**src/rtl/uart_pkg.sv**
```systemverilog
// Shared UART receive definitions: byte FSM state encoding and default framing constants.
package uart_pkg;

  typedef enum logic [1:0] {
    ST_IDLE  = 2'd0,
    ST_START = 2'd1,
    ST_DATA  = 2'd2,
    ST_STOP  = 2'd3
  } rx_state_e;

  localparam int DEF_DBITS   = 8;
  localparam int DEF_SB_TICK = 16;

  // Tick index at the centre of the start bit.
  localparam logic [3:0] MID_TICK = 4'd7;

endpackage

```
**src/rtl/uart_rx_byte.sv**
```systemverilog
// 8N1 byte deserialiser on a 16x oversampling tick; emits single-cycle accept/stop-error strobes.
module uart_rx_byte
  import uart_pkg::*;
#(
  parameter int DBITS   = DEF_DBITS,
  parameter int SB_TICK = DEF_SB_TICK
) (
  input  logic             clk,
  input  logic             reset,
  input  logic             rx,
  input  logic             sample_tick,
  output logic [DBITS-1:0] data,
  output logic             byte_valid,
  output logic             stop_err,
  output logic             idle
);

  localparam int NB = (DBITS > 1) ? $clog2(DBITS) : 1;

  logic            rx_q1;
  logic            rx_q2;
  rx_state_e       state;
  logic [3:0]      tick_cnt;
  logic [NB-1:0]   bit_cnt;
  logic [DBITS-1:0] shreg;
  logic            stop_sample;

  // Two-flop synchroniser, reset to the idle-high line level.
  always_ff @(posedge clk or posedge reset) begin
    if (reset) begin
      rx_q1 <= 1'b1;
      rx_q2 <= 1'b1;
    end else begin
      rx_q1 <= rx;
      rx_q2 <= rx_q1;
    end
  end

  // Byte FSM: start-bit qualification, LSB-first data shift, stop-bit sample.
  always_ff @(posedge clk or posedge reset) begin
    if (reset) begin
      state    <= ST_IDLE;
      tick_cnt <= 4'd0;
      bit_cnt  <= {NB{1'b0}};
      shreg    <= {DBITS{1'b0}};
    end else begin
      case (state)
        ST_IDLE: begin
          if (!rx_q2) begin
            state    <= ST_START;
            tick_cnt <= 4'd0;
          end
        end
        ST_START: begin
          if (sample_tick) begin
            if (tick_cnt == MID_TICK) begin
              if (!rx_q2) begin
                state    <= ST_DATA;
                tick_cnt <= 4'd0;
                bit_cnt  <= {NB{1'b0}};
              end else begin
                state <= ST_IDLE;
              end
            end else begin
              tick_cnt <= tick_cnt + 4'd1;
            end
          end
        end
        ST_DATA: begin
          if (sample_tick) begin
            if (tick_cnt == 4'd15) begin
              tick_cnt <= 4'd0;
              shreg    <= {rx_q2, shreg[DBITS-1:1]};
              if (bit_cnt == NB'(DBITS - 1)) begin
                state <= ST_STOP;
              end else begin
                bit_cnt <= bit_cnt + {{(NB-1){1'b0}}, 1'b1};
              end
            end else begin
              tick_cnt <= tick_cnt + 4'd1;
            end
          end
        end
        ST_STOP: begin
          if (sample_tick) begin
            if (tick_cnt == 4'(SB_TICK - 1)) begin
              state <= ST_IDLE;
            end else begin
              tick_cnt <= tick_cnt + 4'd1;
            end
          end
        end
        default: begin
          state <= ST_IDLE;
        end
      endcase
    end
  end

  // Strobes are combinational so the frame layer can register them on the same tick.
  assign stop_sample = (state == ST_STOP) && sample_tick && (tick_cnt == 4'(SB_TICK - 1));
  assign byte_valid  = stop_sample && rx_q2;
  assign stop_err    = stop_sample && !rx_q2;
  assign idle        = (state == ST_IDLE);
  assign data        = shreg;

endmodule

```
**src/rtl/uart_rx_frame.sv**
```systemverilog
// Multi-byte UART receiver: gathers FRAME_BYTES accepted bytes into one word, first byte in the MSBs.
module uart_rx_frame
  import uart_pkg::*;
#(
  parameter int DBITS         = DEF_DBITS,
  parameter int SB_TICK       = DEF_SB_TICK,
  parameter int FRAME_BYTES   = 4,
  parameter int TIMEOUT_TICKS = 320,
  parameter int TO_BITS       = 9
) (
  input  logic                         clk_100MHz,
  input  logic                         reset,
  input  logic                         rx,
  input  logic                         sample_tick,
  output logic [DBITS*FRAME_BYTES-1:0] frame_out,
  output logic                         frame_valid,
  output logic                         frame_err,
  output logic                         frame_timeout,
  output logic                         busy
);

  localparam int FW   = DBITS * FRAME_BYTES;
  localparam int BC_W = (FRAME_BYTES > 1) ? $clog2(FRAME_BYTES) : 1;

  logic [DBITS-1:0]   byte_data;
  logic               byte_valid;
  logic               stop_err;
  logic               idle;
  logic [BC_W-1:0]    byte_cnt;
  logic [FW-1:0]      shreg;
  logic [FW-1:0]      next_word;
  logic [TO_BITS-1:0] to_cnt;
  logic               partial;
  logic               to_fire;

  uart_rx_byte #(
    .DBITS   (DBITS),
    .SB_TICK (SB_TICK)
  ) u_byte (
    .clk         (clk_100MHz),
    .reset       (reset),
    .rx          (rx),
    .sample_tick (sample_tick),
    .data        (byte_data),
    .byte_valid  (byte_valid),
    .stop_err    (stop_err),
    .idle        (idle)
  );

  assign next_word = {shreg[FW-DBITS-1:0], byte_data};
  assign partial   = (byte_cnt != {BC_W{1'b0}});
  assign to_fire   = idle && partial && sample_tick && (to_cnt == TO_BITS'(TIMEOUT_TICKS - 1));
  assign busy      = !idle || partial;

  // Inter-byte idle timer; only runs while a partial frame waits in IDLE.
  always_ff @(posedge clk_100MHz or posedge reset) begin
    if (reset) begin
      to_cnt <= {TO_BITS{1'b0}};
    end else if (!idle || !partial || to_fire) begin
      to_cnt <= {TO_BITS{1'b0}};
    end else if (sample_tick) begin
      to_cnt <= to_cnt + {{(TO_BITS-1){1'b0}}, 1'b1};
    end else begin
      to_cnt <= to_cnt;
    end
  end

  // Frame assembly and registered status pulses; a stop error discards the partial frame.
  always_ff @(posedge clk_100MHz or posedge reset) begin
    if (reset) begin
      byte_cnt      <= {BC_W{1'b0}};
      shreg         <= {FW{1'b0}};
      frame_out     <= {FW{1'b0}};
      frame_valid   <= 1'b0;
      frame_err     <= 1'b0;
      frame_timeout <= 1'b0;
    end else begin
      frame_valid   <= 1'b0;
      frame_err     <= 1'b0;
      frame_timeout <= 1'b0;
      if (stop_err) begin
        byte_cnt  <= {BC_W{1'b0}};
        frame_err <= 1'b1;
      end else if (byte_valid) begin
        shreg <= next_word;
        if (byte_cnt == BC_W'(FRAME_BYTES - 1)) begin
          frame_out   <= next_word;
          frame_valid <= 1'b1;
          byte_cnt    <= {BC_W{1'b0}};
        end else begin
          byte_cnt <= byte_cnt + {{(BC_W-1){1'b0}}, 1'b1};
        end
      end else if (to_fire) begin
        byte_cnt      <= {BC_W{1'b0}};
        frame_timeout <= 1'b1;
      end
    end
  end

endmodule

```
**config.mk**
```make
export PLATFORM = sky130hd
export DESIGN_NAME = uart_rx_frame
export DESIGN_NICKNAME = d
export VERILOG_FILES = /design/src/rtl/uart_pkg.sv /design/src/rtl/uart_rx_byte.sv /design/src/rtl/uart_rx_frame.sv
export SDC_FILE = /design/constraint.sdc
export NUM_CORES = 1
export LEC_CHECK = 0
export BUFFER_PORTS_ARGS = -buffer_cell sky130_fd_sc_hd__clkbuf_2
export CORE_MARGIN = 2
export CORE_UTILIZATION = 53
export CTS_BUF_LIST = sky130_fd_sc_hd__clkbuf_16
export CTS_CLUSTER_DIAMETER = 30
export CTS_CLUSTER_SIZE = 10
export DETAILED_ROUTE_END_ITERATION = 8
export GPL_TIMING_DRIVEN = 0
export PLACE_DENSITY = 0.7
export RECOVER_POWER = 25
export SLEW_MARGIN = 10
export SYNTH_ARGS = -nofsm -noshare
export SYNTH_HDL_FRONTEND = slang
export SYNTH_HIERARCHICAL = 1
export SYNTH_SLANG_ARGS = --single-unit
```
**constraint.sdc**
```tcl
create_clock -name clk_100MHz -period 3.1 [get_ports clk_100MHz]
set_clock_uncertainty 0.2 [all_clocks]
set_input_delay 0.62 -clock clk_100MHz [delete_from_list [all_inputs] [get_ports clk_100MHz]]
set_output_delay 0.62 -clock clk_100MHz [all_outputs]
set_load 0.03 [all_outputs]
```
==> impl_metrics.xml, run 1 <==
<?xml version="1.0" encoding="UTF-8"?>
<metrics>
  <group name="die">
    <metric name="start_util" unit="%">54.7</metric>
    <metric name="die_h" unit="microns">87.7</metric>
    <metric name="die_area" unit="sq um">7690</metric>
    <metric name="die-width" unit="microns">87.7</metric>
    <metric name="fp.coreArea" unit="sq um">6790</metric>
    <metric name="row_count" unit="">30</metric>
    <metric name="io-pin-count" unit="">40</metric>
  </group>
  <group name="hold_path">
    <metric name="min_delay_worst_endpoint" unit="">u_byte/rx_q2</metric>
    <metric name="hold_path_class" unit="">reg2reg</metric>
    <metric name="hold_path_depth" unit="">0</metric>
    <metric name="source_of_the_worst_hold_timing_path" unit="">u_byte/rx_q1</metric>
  </group>
  <group name="finish">
    <metric name="drive_above_1_share" unit="%">32.3</metric>
    <metric name="area.growth.synth_to_final" unit="%">16.8</metric>
    <metric name="most_used_cells_in_the_layout_excluding_fill_and_tap_cells" unit="">dfrtp_1, nand2_1, mux2_2</metric>
    <metric name="finish.cell_count_without_fillers" unit="">467</metric>
    <metric name="antenna_cells" unit="">0</metric>
    <metric name="area.sequential" unit="sq um">2230</metric>
    <metric name="layout_commonest_cell" unit="">dfrtp_1</metric>
    <metric name="nets" unit="">376</metric>
    <metric name="multi_input_area" unit="sq um">1410</metric>
    <metric name="fillers" unit="">547</metric>
  </group>
  <group name="clock_network">
    <metric name="post-cts-setup-buffers" unit="">0</metric>
    <metric name="clk_root_buffer_cell" unit="">clkbuf_16</metric>
    <metric name="cts.hold.buffers_added" unit="">0</metric>
    <metric name="cts.sink_count" unit="">89</metric>
    <metric name="numCtsBuffers" unit="">9</metric>
    <metric name="tritoncts" unit="">yes</metric>
    <metric name="ctsHtreeMaxLevel" unit="">3</metric>
    <metric name="clk_latency" unit="ns">0.34</metric>
    <metric name="clk_buf_depth" unit="">2</metric>
    <metric name="cts.repair.resized" unit="">0</metric>
    <metric name="clkSlewWorstSetupHoldPaths" unit="ns">0.06</metric>
  </group>
  <group name="routing">
    <metric name="detail_route.wl_per_cell" unit="microns">14.4</metric>
    <metric name="antenna_left" unit="">0</metric>
    <metric name="post-route-drc-count" unit="">0</metric>
    <metric name="detail_route.first_pass.iterations" unit="">4</metric>
    <metric name="wirelength" unit="microns">6730</metric>
    <metric name="detailed_route_vias_per_instance" unit="">5.24</metric>
    <metric name="detail_route.iter0.violations" unit="">83</metric>
    <metric name="number_of_vias_after_detailed_routing" unit="">2449</metric>
  </group>
  <group name="synthesis">
    <metric name="synthDominantAreaCellType" unit="">dfrtp_1</metric>
    <metric name="seq_area_frac_synth" unit="%">60.0</metric>
    <metric name="edff_count_synth" unit="">0</metric>
    <metric name="postSynth.topFlopCell" unit="">dfrtp_1</metric>
    <metric name="post_synth.cell_area_avg" unit="sq um">11.8</metric>
    <metric name="synth.net_count" unit="">325</metric>
    <metric name="post-synth-top-area-fraction" unit="%">58.6</metric>
    <metric name="synthArstFlopShare" unit="%">100</metric>
    <metric name="postSynthRegisterBits" unit="">89</metric>
    <metric name="post_synth_main_area_contributors" unit="">dfrtp_1, mux2_2, nand2_1</metric>
    <metric name="synthesis.area" unit="sq um">3710</metric>
    <metric name="post_synth_inst_count" unit="">315</metric>
    <metric name="synth.yosys.warnings" unit="">6</metric>
    <metric name="synth_cell_types" unit="">48</metric>
  </group>
  <group name="critical_path">
    <metric name="rr_startpoint" unit="">u_byte/tick_cnt[1]</metric>
    <metric name="critical_path_fanout_max" unit="">10</metric>
    <metric name="timing.critical_path.cells" unit="">ha_1 -&gt; nand2_1 -&gt; nor3_1 -&gt; nor2b_1 -&gt; buf_2 -&gt; nand2_1 -&gt; buf_2 -&gt; mux2_2</metric>
    <metric name="setup.worst_path.end_class" unit="">flop</metric>
    <metric name="regToRegSetupSlack" unit="ns">0.28</metric>
    <metric name="timing.reg2reg.worst_path_depth" unit="">8</metric>
    <metric name="critical_path.startpoint_type" unit="">flop</metric>
    <metric name="rr_endpoint" unit="">frame_out[4]</metric>
    <metric name="crit_required" unit="ns">3.12</metric>
    <metric name="crit_slowest_cell" unit="">nor3_1</metric>
    <metric name="crit_path_category" unit="">reg2reg</metric>
    <metric name="cp_data_arrival_time" unit="ns">2.84</metric>
    <metric name="cpPeakStageDelay" unit="ns">0.46</metric>
  </group>
  <group name="timing">
    <metric name="max_slew.worst_pin.slew" unit="ns">1.32</metric>
    <metric name="relative_slew_slack" unit="%">12.1</metric>
    <metric name="fin_worst_hold_slack" unit="ns">0.156</metric>
    <metric name="period_share" unit="%">90.9</metric>
    <metric name="final_max_slew_viol_count" unit="">0</metric>
    <metric name="finalWorstSetupSlack" unit="ns">0.283</metric>
    <metric name="finalSetupViolCount" unit="">0</metric>
    <metric name="finalWorstPathRequiredPeriod" unit="ns">2.82</metric>
    <metric name="finalHoldViolations" unit="">0</metric>
    <metric name="rsz_0062_raised_after_global_routing" unit="">no</metric>
    <metric name="achievable-frequency" unit="GHz">0.355</metric>
  </group>
  <group name="run">
    <metric name="drv_cap" unit="">0</metric>
  </group>
  <group name="global_routing">
    <metric name="global_route_wire_length_before_repair" unit="microns">11500</metric>
    <metric name="number_of_global_route_vias_before_repair" unit="">2302</metric>
    <metric name="grt_max_degree" unit="">55</metric>
    <metric name="antenna_found_initial" unit="">0</metric>
    <metric name="grt.overflow.total" unit="">0</metric>
    <metric name="overall_fraction_of_global_route_tracks_in_use" unit="%">19.6</metric>
  </group>
  <group name="placement">
    <metric name="place_worst_setup_slack" unit="ns">0.107</metric>
    <metric name="finalWeightedCongestion" unit="">0.743</metric>
    <metric name="post-place-cells" unit="">451</metric>
    <metric name="io_buffers" unit="">39</metric>
    <metric name="detailed_place_hpwl" unit="microns">4610</metric>
  </group>
  <group name="power_and_ir_drop">
    <metric name="total_leakage_power" unit="nW">2.26</metric>
    <metric name="worst_ir_drop_vdd" unit="V">0.000344</metric>
    <metric name="cellPowerDensity" unit="nW/um^2">625</metric>
  </group>
  <group name="status">
    <metric name="run_status" unit="">finished clean</metric>
  </group>
</metrics>
flip-flops by register name, indices dropped and copies added (netlist names), named ones only:
name and cells:
to_cnt 9, u_byte/rx_q2 1, u_byte/bit_cnt 3, shreg 24, frame_timeout 1, u_byte/rx_q1 1, u_byte/data 8, frame_err 1
frame_valid 1, byte_cnt 2, u_byte/state 1, frame_out 32, u_byte/tick_cnt 4
through the flow:
step	total power, mW	cell area, sq um	util, %	TNS [ns]
4_1_cts	2.74	4360	64.2	0
3_3_place_gp	1.63	4030	59.3	-22.24
6_report	2.71	4340	63.9	0
3_5_place_dp	1.64	4060	59.8	0
2_1_floorplan	1.57	3710	-	0
5_1_grt	2.84	4340	63.9	0
logic make-up (layout without fill, tap and decap cells):
logic type	Yosys count	count (layout)	share of synthesized area [%]
adder cells (fa/ha/maj)	6	6	2.02
XOR/XNOR	4	4	0.943
flip-flops	89	89	60.0
AND/OR/NAND/NOR	129	129	16.5
buffers and inverters	18	74	2.16
AO/OA/AOI/OAI	26	26	5.39
multiplexers	43	43	13.0
how the worst max path moves through the flow:
stage,startpoint,to,slack [ns],depth (start not counted)
floorplan,reset,byte_cnt[0],0.51,1
global placement,reset,frame_out[30],-0.32,2
detailed placement,sample_tick,frame_out[1],0.11,8
CTS,u_byte/tick_cnt[0],frame_out[4],0.23,8
global route,u_byte/tick_cnt[0],frame_out[5],0.07,8
finish,u_byte/tick_cnt[1],frame_out[4],0.28,8
where the power goes:
| part | switching [mW] | internal [mW] | total (mW) |
|---|---|---|---|
| Combinational | 0.212 | 0.153 | 0.365 |
| Clock | 0.462 | 0.634 | 1.10 |
| Sequential | 0.0397 | 1.21 | 1.25 |
| Total | 0.713 | 2.00 | 2.71 |
cells in the mapped netlist (2+ instances only):
cell type / n
nor2_1: 13
dfstp_2: 2
a211oi_1: 2
a221o_1: 2
a22o_1: 2
o21ai_0: 4
nand2b_1: 3
xor2_1: 3
nand4_1: 2
nor2b_1: 4
nand2_1: 83
or4_1: 2
nor3_1: 5
nand3_1: 5
ha_1: 6
inv_1: 5
a21oi_1: 4
o31ai_1: 2
dfrtp_1: 87
clkbuf_1: 5
mux2_2: 42
buf_2: 6
layout make-up:
class,count,share of cell area (%)
clock inverter,7,1.82
buffer,13,1.41
multi-input combinational,208,32.4
clock buffer,9,5.19
tap,96,2.77
timing repair buffer,40,4.58
inverter,5,0.461
sequential,89,51.4
metal layers:
metal	track usage, %	share of wire, %	up-vias
li1	-	-	1183
met1	28.0	49	1200
met2	29.7	46	57
met3	3.96	3.3	9
met4	7.97	1.9	0
met5	0	0	-
critical path: cells and delay by family, from the launching register on:
kind | cells | cell delay (ns)
DFF | 1 | 0.37
buffers and inverters | 2 | 0.55
adders and majority gates | 1 | 0.29
and+or+nand+nor | 4 | 0.91
muxes | 1 | 0.37
Power figures use the tool's default switching activity.
==> run 2: changes to the inputs <==
--- a/config.mk
+++ b/config.mk
@@ -13,7 +13,7 @@
 export CTS_CLUSTER_SIZE = 10
 export DETAILED_ROUTE_END_ITERATION = 8
 export GPL_TIMING_DRIVEN = 0
-export PLACE_DENSITY = 0.7
+export PLACE_DENSITY = 0.71
 export RECOVER_POWER = 25
 export SLEW_MARGIN = 10
 export SYNTH_ARGS = -nofsm -noshare
==> impl_metrics.xml, run 2 (synthesis results as in run 1) <==
<?xml version="1.0" encoding="UTF-8"?>
<metrics>
  <group name="finish">
    <metric name="drive_above_1_share" unit="%">32.4</metric>
    <metric name="antenna_cells" unit="">0</metric>
    <metric name="top_regs" unit="">frame_out x32, shreg x24, to_cnt x9</metric>
    <metric name="final_util" unit="%">63.7</metric>
    <metric name="fillers" unit="">538</metric>
    <metric name="area.growth.synth_to_final" unit="%">16.5</metric>
    <metric name="layout_commonest_cell" unit="">dfrtp_1</metric>
    <metric name="most_used_cells_in_the_layout_excluding_fill_and_tap_cells" unit="">dfrtp_1, nand2_1, mux2_2</metric>
    <metric name="top_register" unit="">frame_out</metric>
    <metric name="final_design_area_no_fill" unit="sq um">4330</metric>
    <metric name="nets" unit="">376</metric>
    <metric name="largest_register_ffs" unit="">32</metric>
  </group>
  <group name="routing">
    <metric name="detail_route.wl_per_cell" unit="microns">14.2</metric>
    <metric name="detail_route.iter0.violations" unit="">115</metric>
    <metric name="met2_wire_length" unit="microns">3110</metric>
    <metric name="route.met3.wl" unit="microns">159</metric>
    <metric name="detail_route.first_pass.iterations" unit="">4</metric>
    <metric name="routed.top_layer" unit="">met4</metric>
    <metric name="wirelength" unit="microns">6600</metric>
    <metric name="met1Wirelength" unit="microns">3220</metric>
    <metric name="antenna_left" unit="">0</metric>
    <metric name="number_of_vias_after_detailed_routing" unit="">2427</metric>
    <metric name="post-route-drc-count" unit="">0</metric>
    <metric name="detailed_route_vias_per_instance" unit="">5.21</metric>
  </group>
  <group name="clock_network">
    <metric name="post-cts-setup-buffers" unit="">0</metric>
    <metric name="clk_buf_depth" unit="">2</metric>
    <metric name="numCtsBuffers" unit="">9</metric>
    <metric name="cts.hold.buffers_added" unit="">0</metric>
    <metric name="ctsHtreeMaxLevel" unit="">3</metric>
    <metric name="cts.repair.resized" unit="">0</metric>
    <metric name="cts.sink_count" unit="">89</metric>
    <metric name="clkSlewWorstSetupHoldPaths" unit="ns">0.06</metric>
    <metric name="clk_latency" unit="ns">0.33</metric>
    <metric name="clk_root_buffer_cell" unit="">clkbuf_16</metric>
    <metric name="tritoncts" unit="">yes</metric>
  </group>
  <group name="die">
    <metric name="io-pin-count" unit="">40</metric>
    <metric name="row_count" unit="">30</metric>
    <metric name="die-width" unit="microns">87.7</metric>
    <metric name="die_h" unit="microns">87.7</metric>
    <metric name="die_area" unit="sq um">7690</metric>
    <metric name="fp.coreArea" unit="sq um">6790</metric>
    <metric name="start_util" unit="%">54.7</metric>
  </group>
  <group name="timing">
    <metric name="period_share" unit="%">91.2</metric>
    <metric name="relative_slew_slack" unit="%">11.9</metric>
    <metric name="max_slew.worst_pin.slew" unit="ns">1.32</metric>
    <metric name="final_max_slew_viol_count" unit="">0</metric>
    <metric name="finalHoldViolations" unit="">0</metric>
    <metric name="achievable-frequency" unit="GHz">0.354</metric>
    <metric name="rsz_0062_raised_after_global_routing" unit="">no</metric>
    <metric name="finalWorstPathRequiredPeriod" unit="ns">2.83</metric>
    <metric name="finalSetupViolCount" unit="">0</metric>
  </group>
  <group name="critical_path">
    <metric name="cp_data_arrival_time" unit="ns">2.84</metric>
    <metric name="setup.worst_path.end_class" unit="">flop</metric>
    <metric name="critical_path_fanout_max" unit="">10</metric>
    <metric name="timing.reg2reg.worst_path_depth" unit="">8</metric>
    <metric name="crit_path_category" unit="">reg2reg</metric>
    <metric name="rr_endpoint" unit="">frame_out[3]</metric>
    <metric name="rr_startpoint" unit="">u_byte/tick_cnt[0]</metric>
    <metric name="crit_required" unit="ns">3.11</metric>
    <metric name="regToRegSetupSlack" unit="ns">0.27</metric>
    <metric name="critical_path.startpoint_type" unit="">flop</metric>
  </group>
  <group name="run">
    <metric name="drv_cap" unit="">0</metric>
  </group>
  <group name="power_and_ir_drop">
    <metric name="cellPowerDensity" unit="nW/um^2">621</metric>
    <metric name="total_leakage_power" unit="nW">2.26</metric>
    <metric name="worst_ir_drop_vdd" unit="V">0.000367</metric>
    <metric name="totalPowerFinal" unit="mW">2.69</metric>
  </group>
  <group name="placement">
    <metric name="detailed_place_hpwl" unit="microns">4530</metric>
    <metric name="io_buffers" unit="">39</metric>
    <metric name="finalWeightedCongestion" unit="">0.782</metric>
    <metric name="detailed_place.area" unit="sq um">4060</metric>
  </group>
  <group name="global_routing">
    <metric name="global_route_wire_length_before_repair" unit="microns">11000</metric>
    <metric name="number_of_global_route_vias_before_repair" unit="">2239</metric>
    <metric name="grt_max_degree" unit="">55</metric>
    <metric name="grt.overflow.total" unit="">0</metric>
    <metric name="antenna_found_initial" unit="">0</metric>
    <metric name="overall_fraction_of_global_route_tracks_in_use" unit="%">18.8</metric>
  </group>
  <group name="status">
    <metric name="run_status" unit="">finished clean</metric>
  </group>
  <group name="hold_path">
    <metric name="hold_path_class" unit="">in2async</metric>
  </group>
</metrics>
==> run 2: cell types whose count changed in the layout (fill, tap and decap cells not counted), sizes merged <==
cell,change
clkinv,+2
inv,-3
==> run 2: per-layer routing <==
metal  vias to the layer above  GRT usage [%]
met2                        39           28.7
met4                         0           7.97
met5                         -              0
met1                      1195           27.1
met3                        11           2.83
li1                       1182              -
==> run 2: power by group <==
group          switching, mW  internal [mW]
registers             0.0418           1.21
logic                  0.217          0.153
clock network          0.438          0.624
==> run 2: worst max path at each step <==
stage                        from       endpoint  slack (ns)  cells past startpoint
2_1_floorplan               reset    byte_cnt[0]        0.51                      1
4_1_cts        u_byte/tick_cnt[0]  frame_out[29]        0.25                      8
6_report       u_byte/tick_cnt[0]   frame_out[3]        0.27                      8
3_3_place_gp                reset  frame_out[30]       -0.30                      2
3_5_place_dp          sample_tick   frame_out[3]        0.13                      8
5_1_grt        u_byte/tick_cnt[0]  frame_out[29]        0.08                      8
==> run 2: critical path, stage by stage, from the launching register on <==
cell and delay, ns:
dfrtp_1 0.37, ha_1 0.30, nand2_1 0.14, nor3_1 0.47, nor2b_1 0.08, buf_2 0.18, nand2_1 0.23, buf_2 0.36
mux2_2 0.37
==> run 2: stage by stage <==
step	cells	worst slack, ns	setup TNS [ns]	hold slack, ns
after floorplan	315	0.512	0	0.145
after global placement	450	-0.303	-20.99	0.145
after detailed placement	451	0.133	0	0.155
after CTS	466	0.249	0	0.0215
after global routing	466	0.0757	0	0.162
final	466	0.271	0	0.161
==> run 2: area by class of cell <==
type | count | area (sq um) | share of cell area, %
plain buffers | 13 | 61.3 | 1.42
clock buffers | 9 | 225 | 5.20
clock inverters | 6 | 68.8 | 1.59
inverters | 5 | 20.0 | 0.462
multi-input cells | 208 | 1410 | 32.5
flip-flops and latches | 89 | 2230 | 51.5
well taps | 96 | 120 | 2.77
repair buffers | 40 | 199 | 4.60
